==> src/rtl/instr_fetch_ctrl.sv <==
// Fetch sequencer: drives PC into a combinational instruction store and buffers one word for decode.
// Latency: START -> PC 0 after one edge, first word valid after the next; jump target valid one bubble later.
// Backpressure: a full buffer with INSTR_READY low stalls PC and buffer; no word is refetched or lost.
module instr_fetch_ctrl #(
  parameter int               N       = 512,
  parameter int               OPC_W   = 4,
  parameter logic [OPC_W-1:0] HALT_OP = 4'h6,
  parameter int               CNT_W   = 16,
  localparam int              PCW     = (N > 1) ? $clog2(N) : 1
) (
  input  logic             CLK,
  input  logic             RST,
  input  logic             START,
  output logic [PCW-1:0]   PC_AXI,
  input  logic [31:0]      INSTR_AXI,
  output logic [31:0]      INSTR,
  output logic             INSTR_VALID,
  input  logic             INSTR_READY,
  input  logic             JUMP_EN,
  input  logic [PCW-1:0]   JUMP_ADDR,
  output logic             BUSY,
  output logic             DONE,
  output logic [CNT_W-1:0] ISSUE_CNT
);

  typedef enum logic [1:0] {
    S_IDLE  = 2'd0,
    S_FETCH = 2'd1,
    S_DRAIN = 2'd2,
    S_DONE  = 2'd3
  } state_t;

  localparam logic [PCW-1:0] PC_LAST = PCW'(N - 1);

  state_t           state_q, state_d;
  logic [PCW-1:0]   pc_q, pc_d;
  logic [31:0]      instr_q, instr_d;
  logic             vld_q, vld_d;
  logic [CNT_W-1:0] cnt_q, cnt_d;

  logic             xfer;
  logic             buf_free;
  logic             is_halt;
  logic [PCW-1:0]   pc_inc;
  logic [31:0]      jaddr_ext;
  logic [PCW-1:0]   jump_tgt;

  // Handshake, buffer occupancy, opcode decode and PC arithmetic
  always_comb begin
    xfer      = vld_q & INSTR_READY;
    buf_free  = ~vld_q | INSTR_READY;
    is_halt   = (INSTR_AXI[OPC_W-1:0] == HALT_OP);
    pc_inc    = (pc_q == PC_LAST) ? '0 : pc_q + PCW'(1);
    // Targets beyond the store (only possible for non-power-of-2 depth) restart at 0
    jaddr_ext = 32'(JUMP_ADDR);
    jump_tgt  = (jaddr_ext >= 32'(N)) ? '0 : JUMP_ADDR;
  end

  // Next-state and datapath update; jump outranks capture and HALT detection
  always_comb begin
    state_d = state_q;
    pc_d    = pc_q;
    instr_d = instr_q;
    vld_d   = vld_q;
    cnt_d   = xfer ? cnt_q + CNT_W'(1) : cnt_q;
    case (state_q)
      S_IDLE, S_DONE: begin
        if (START) begin
          state_d = S_FETCH;
          pc_d    = '0;
          vld_d   = 1'b0;
          cnt_d   = '0;
        end
      end
      S_FETCH: begin
        if (JUMP_EN) begin
          // Buffered word is squashed; if it transfers this cycle it is already counted
          pc_d  = jump_tgt;
          vld_d = 1'b0;
        end else if (buf_free) begin
          instr_d = INSTR_AXI;
          vld_d   = 1'b1;
          if (is_halt) begin
            state_d = S_DRAIN;
          end else begin
            pc_d = pc_inc;
          end
        end
      end
      S_DRAIN: begin
        if (JUMP_EN) begin
          state_d = S_FETCH;
          pc_d    = jump_tgt;
          vld_d   = 1'b0;
        end else if (xfer) begin
          state_d = S_DONE;
          vld_d   = 1'b0;
        end
      end
      default: begin
        state_d = S_IDLE;
      end
    endcase
  end

  // State and output registers, cleared asynchronously
  always_ff @(posedge CLK or posedge RST) begin
    if (RST) begin
      state_q <= S_IDLE;
      pc_q    <= '0;
      instr_q <= '0;
      vld_q   <= 1'b0;
      cnt_q   <= '0;
    end else begin
      state_q <= state_d;
      pc_q    <= pc_d;
      instr_q <= instr_d;
      vld_q   <= vld_d;
      cnt_q   <= cnt_d;
    end
  end

  assign PC_AXI      = pc_q;
  assign INSTR       = instr_q;
  assign INSTR_VALID = vld_q;
  assign ISSUE_CNT   = cnt_q;
  assign BUSY        = (state_q == S_FETCH) || (state_q == S_DRAIN);
  assign DONE        = (state_q == S_DONE);

endmodule
==> config.mk <==
export PLATFORM = sky130hd
export DESIGN_NAME = instr_fetch_ctrl
export DESIGN_NICKNAME = d
export VERILOG_FILES = /design/src/rtl/instr_fetch_ctrl.sv
export SDC_FILE = /design/constraint.sdc
export NUM_CORES = 1
export LEC_CHECK = 0
export BUFFER_PORTS_ARGS = -buffer_cell sky130_fd_sc_hd__buf_4
export CAP_MARGIN = 0
export CORE_MARGIN = 5
export CORE_UTILIZATION = 45
export CTS_CLUSTER_SIZE = 14
export DETAILED_ROUTE_END_ITERATION = 7
export PLACE_DENSITY = 0.76
export SETUP_SLACK_MARGIN = 0.5
export SYNTH_ARGS = -nofsm -noshare
export SYNTH_HDL_FRONTEND = slang
export SYNTH_SLANG_ARGS = --single-unit
==> constraint.sdc <==
create_clock -name CLK -period 2.6 [get_ports CLK]
set_input_delay 0.13 -clock CLK [delete_from_list [all_inputs] [get_ports CLK]]
set_output_delay 0.13 -clock CLK [all_outputs]
set_load 0.05 [all_outputs]
==> out/results.md <==
| Result | Reported | Unit |
| --- | --- | --- |
| Class of the worst hold path | in -> reg | - |
| Largest net degree at the start of global routing | 33 | - |
| PD cells | 1330 | nW/µm² |
| Cell total after placement | 432 | - |
| Worst slew pin tran | 0.657 | ns |
| Number of levels the H-tree was split into | 3 | - |
| Final non-filler cell total | 455 | - |
| Cell type group with the largest total delay on the critical path | simple AND/OR/NAND/NOR gates | - |
| Leading area contributor after synthesis | dfrtp_1 | - |
| Part of the power in combinational logic | 56.5 | % |
| Final worst-path cycle share | 94.5 | % |
| Clock skew | 0.00656 | ns |
| Count of buffering cells on the critical path with inverters included | 0 | - |
| Average size of a mapped cell | 11.6 | µm² |
| Setup violations, final | 0 | - |
| Antenna violations before repair | 0 | - |
| Vias in the first global route | 2508 | - |
| Max-slew headroom | 56.1 | % |
| Nets in the synthesized netlist | 307 | - |
| CP peak stage delay | 0.50 | ns |
| Proportion of layout cells with a drive suffix above 1 | 51.3 | % |
| Most frequent cells after synthesis | dfrtp_1, mux2_2, nor2_1 | - |
| DRT antenna net count | 0 | - |
| Clock sink total | 60 | - |
| Bufs on Longest Clock Path | 2 | - |
| Time the final worst path needs with I/O delays and setup | 2.46 | ns |
| RSZ-0062 raised after global routing | true | - |
| Switching power | 2.67 | mW |
| Summed instance area of the synthesized netlist | 2940 | µm² |
| Final RePlAce weighted congestion | 0.801 | - |
| Kind of critical path | reg -> reg | - |
| Final Hold Violating Endpoints | 0 | - |
| DR vias | 2432 | - |
| Later-pin clock latency in the skew report | 0.34 | ns |
| Number of different library cells in the post-synthesis netlist | 51 | - |
| Final net count | 427 | - |
| Number of flip-flops and latches in the synthesized netlist | 60 | - |
| Setup total negative slack | 0 | ns |
| Int Power | 2.88 | mW |
| Top-area cell type share of the netlist area | 51.0 | % |
| Congestion Overflow GR | 0 | - |
| Top FF cell, synth | dfrtp_1 | - |
| Warning count from the yosys run | 0 | - |
| Number of top-level pins | 106 | - |
| Post-detailed-placement half-perimeter wirelength | 5.45 | mm |
| Seq/Total Area, Yosys | 51.0 | % |
| Leakage power | 1.99 | nW |
| Status | finished, final reports clean | - |
| Highest Clock Rate | 407 | MHz |
| Post-placement setup slack | 0.0219 | ns |
| Row Count | 29 | - |
| Die height | 90.9 | µm |
| Arr. time, crit path | 2.73 | ns |
| Most repeated library cell on the critical path | and3_4 | - |
| Kind of launch point of the worst setup path | register | - |
| Number of clock buffers inserted by TritonCTS | 9 | - |
| DIE AREA | 8260 | µm² |
| Share of flip-flops with an asynchronous set or reset | 100 | % |
| Maximum capacitance violations | 0 | - |
| Cells along the critical path | ha_4, and3_4, and3_4, and3_4, ha_4, or4b_4, nor4b_4, nor3b_2, a211o_1 | - |
| Clock tree from TritonCTS | yes | - |
| IO buf count | 105 | - |
| Hold WS | 0.0187 | ns |
| Max VDD drop | 0.866 | mV |
| PnR worst setup slack | 0.142 | ns |
| Buffer type at the clock tree root | clkbuf_8 | - |
| Worst setup EP type | register | - |
| Post-Route WL | 7.39 | mm |
| Cell with the most instances after synthesis | dfrtp_1 | - |
| Horiz. Die Dim | 90.9 | µm |
| Synthesized instance count | 254 | - |
| Iter 0 DRT Violations | 76 | - |
| Placeable core region | 6350 | µm² |
| Overall power | 5.55 | mW |
| Cell types occupying the most area after synthesis | dfrtp_1, mux2_2, ha_1 | - |
| Wirelength per Cell | 16.2 | µm |
| Share of power burned in the clock network | 15.3 | % |
| Clock-pin slew of the registers on the worst-case setup and hold paths | 0.07 | ns |
| Maximum fanout along the worst path | 4 | - |
| Pre-antenna DRT Iters | 4 | - |
| N_diodes | 0 | - |
| Switching share of total power | 48.1 | % |
| Number of pins exceeding their max-slew limit in the final report | 0 | - |
| Starting density of the core | 46.3 | % |
| Wire length of the first global-routing pass | 12.2 | mm |
| Gr usage total | 18.2 | % |
| DRC errors left | 0 | - |
| Register share of total power | 28.2 | % |
| Area overhead of the layout relative to synthesis | 41.3 | % |
| Worst path slowest cell | or4b_4 | - |
| Number of vias per cell after detailed routing | 5.35 | - |
| Number of flops mapped to enable cells by yosys | 0 | - |
| Required @ worst endpoint | 2.88 | ns |
[per-layer routing]
layer	vias up	GRT usage (%)	part of all wire, %
li1	1154	-	-
met1	1196	22.7	41
met2	72	29.4	52
met3	10	4.83	5.8
met4	0	8.44	1.7
met5	-	0	0
[power groups by stage]
stage	registers [mW]	logic (mW)	clock network [mW]
after detailed placement	1.59	3.09	0
after global routing	1.62	3.30	0.912
after CTS	1.57	3.13	0.860
after floorplan	2.71	1.06	0
final	1.57	3.13	0.848
after global placement	1.56	3.05	0
[registers in the layout (all words and copies together), names as in the netlist]
name,cells
INSTR,32
ISSUE_CNT,16
INSTR_VALID,1
PC_AXI,9
state_q,2
[area by class of cell]
type	instances	area [µm²]
Multi-Input combinational cell	175	1430
Inverter	10	37.5
Clock inverter	4	48.8
Clock buffer	11	151
Timing Repair Buffer	118	888
Tap cell	77	96.3
Sequential cell	60	1510
Fill cell	529	2190
[final timing paths]
kind	slack (ns)	endpoint	cells past startpoint	startpoint
max	0.14	PC_AXI[7]$_DFFE_PP0P_	9	PC_AXI[0]$_DFFE_PP0P_
min	0.02	INSTR[11]$_DFFE_PP0P_	2	INSTR_AXI[11]
max reg2reg	0.14	PC_AXI[7]$_DFFE_PP0P_	9	PC_AXI[0]$_DFFE_PP0P_
min reg2reg	0.51	INSTR[12]$_DFFE_PP0P_	1	INSTR[12]$_DFFE_PP0P_
max in group asynchronous	1.42	INSTR[22]$_DFFE_PP0P_	4	RST
min in group asynchronous	0.45	INSTR[17]$_DFFE_PP0P_	3	RST
[logic make-up (layout without fill, tap and decap cells)]
group | after synthesis | count (layout) | synth area share, %
and+or+nand+nor | 82 | 82 | 16.8
DFF | 60 | 60 | 51.0
AOI/OAI and AO/OA | 40 | 40 | 9.27
muxes | 36 | 36 | 13.6
buffers and inverters | 19 | 143 | 3.32
xor gates and xnor gates | 10 | 10 | 2.98
adders and majority gates | 7 | 7 | 2.98
[repair_timing]
item	CTS	global route
pin swaps	4	2
cloned	0	0
endpoints found under the hold margin	29	0
buffers inserted	4	3
hold buffers	1	0
gates resized for setup	4	4
setup endpoints to repair	8	9
[worst register-to-register path, cell delays in order, from the launching register on]
cell and delay (ns):
dfrtp_2 0.42, ha_4 0.16, and3_4 0.18, and3_4 0.18, and3_4 0.18, ha_4 0.15, or4b_4 0.50, nor4b_4 0.30
nor3b_2 0.22, a211o_1 0.11
[cell usage in the layout (no fill, tap or decap), types with 3 or more instances in the layout]
cell	instances
a21o_1	4
a21oi_1	7
a31oi_1	3
and3_4	3
buf_4	117
clkbuf_8	11
dfrtp_1	56
dfrtp_2	4
ha_1	5
inv_1	9
mux2_2	33
mux2i_1	3
nand2_1	16
nand2b_1	3
nand3_1	8
nand4_1	4
nor2_1	17
nor3_1	6
nor3b_2	3
o21ai_0	3
o21ai_1	8
o2bb2ai_1	3
xnor2_1	6
xor2_1	4
[through the flow]
stage	util, %	instance area, µm²
after CTS	64.7	4110
after detailed placement	60.9	3870
final	65.5	4160
after floorplan	-	3010
after global routing	65.5	4160
after global placement	60.9	3870
Note: power is estimated with default switching activity, not from simulation.
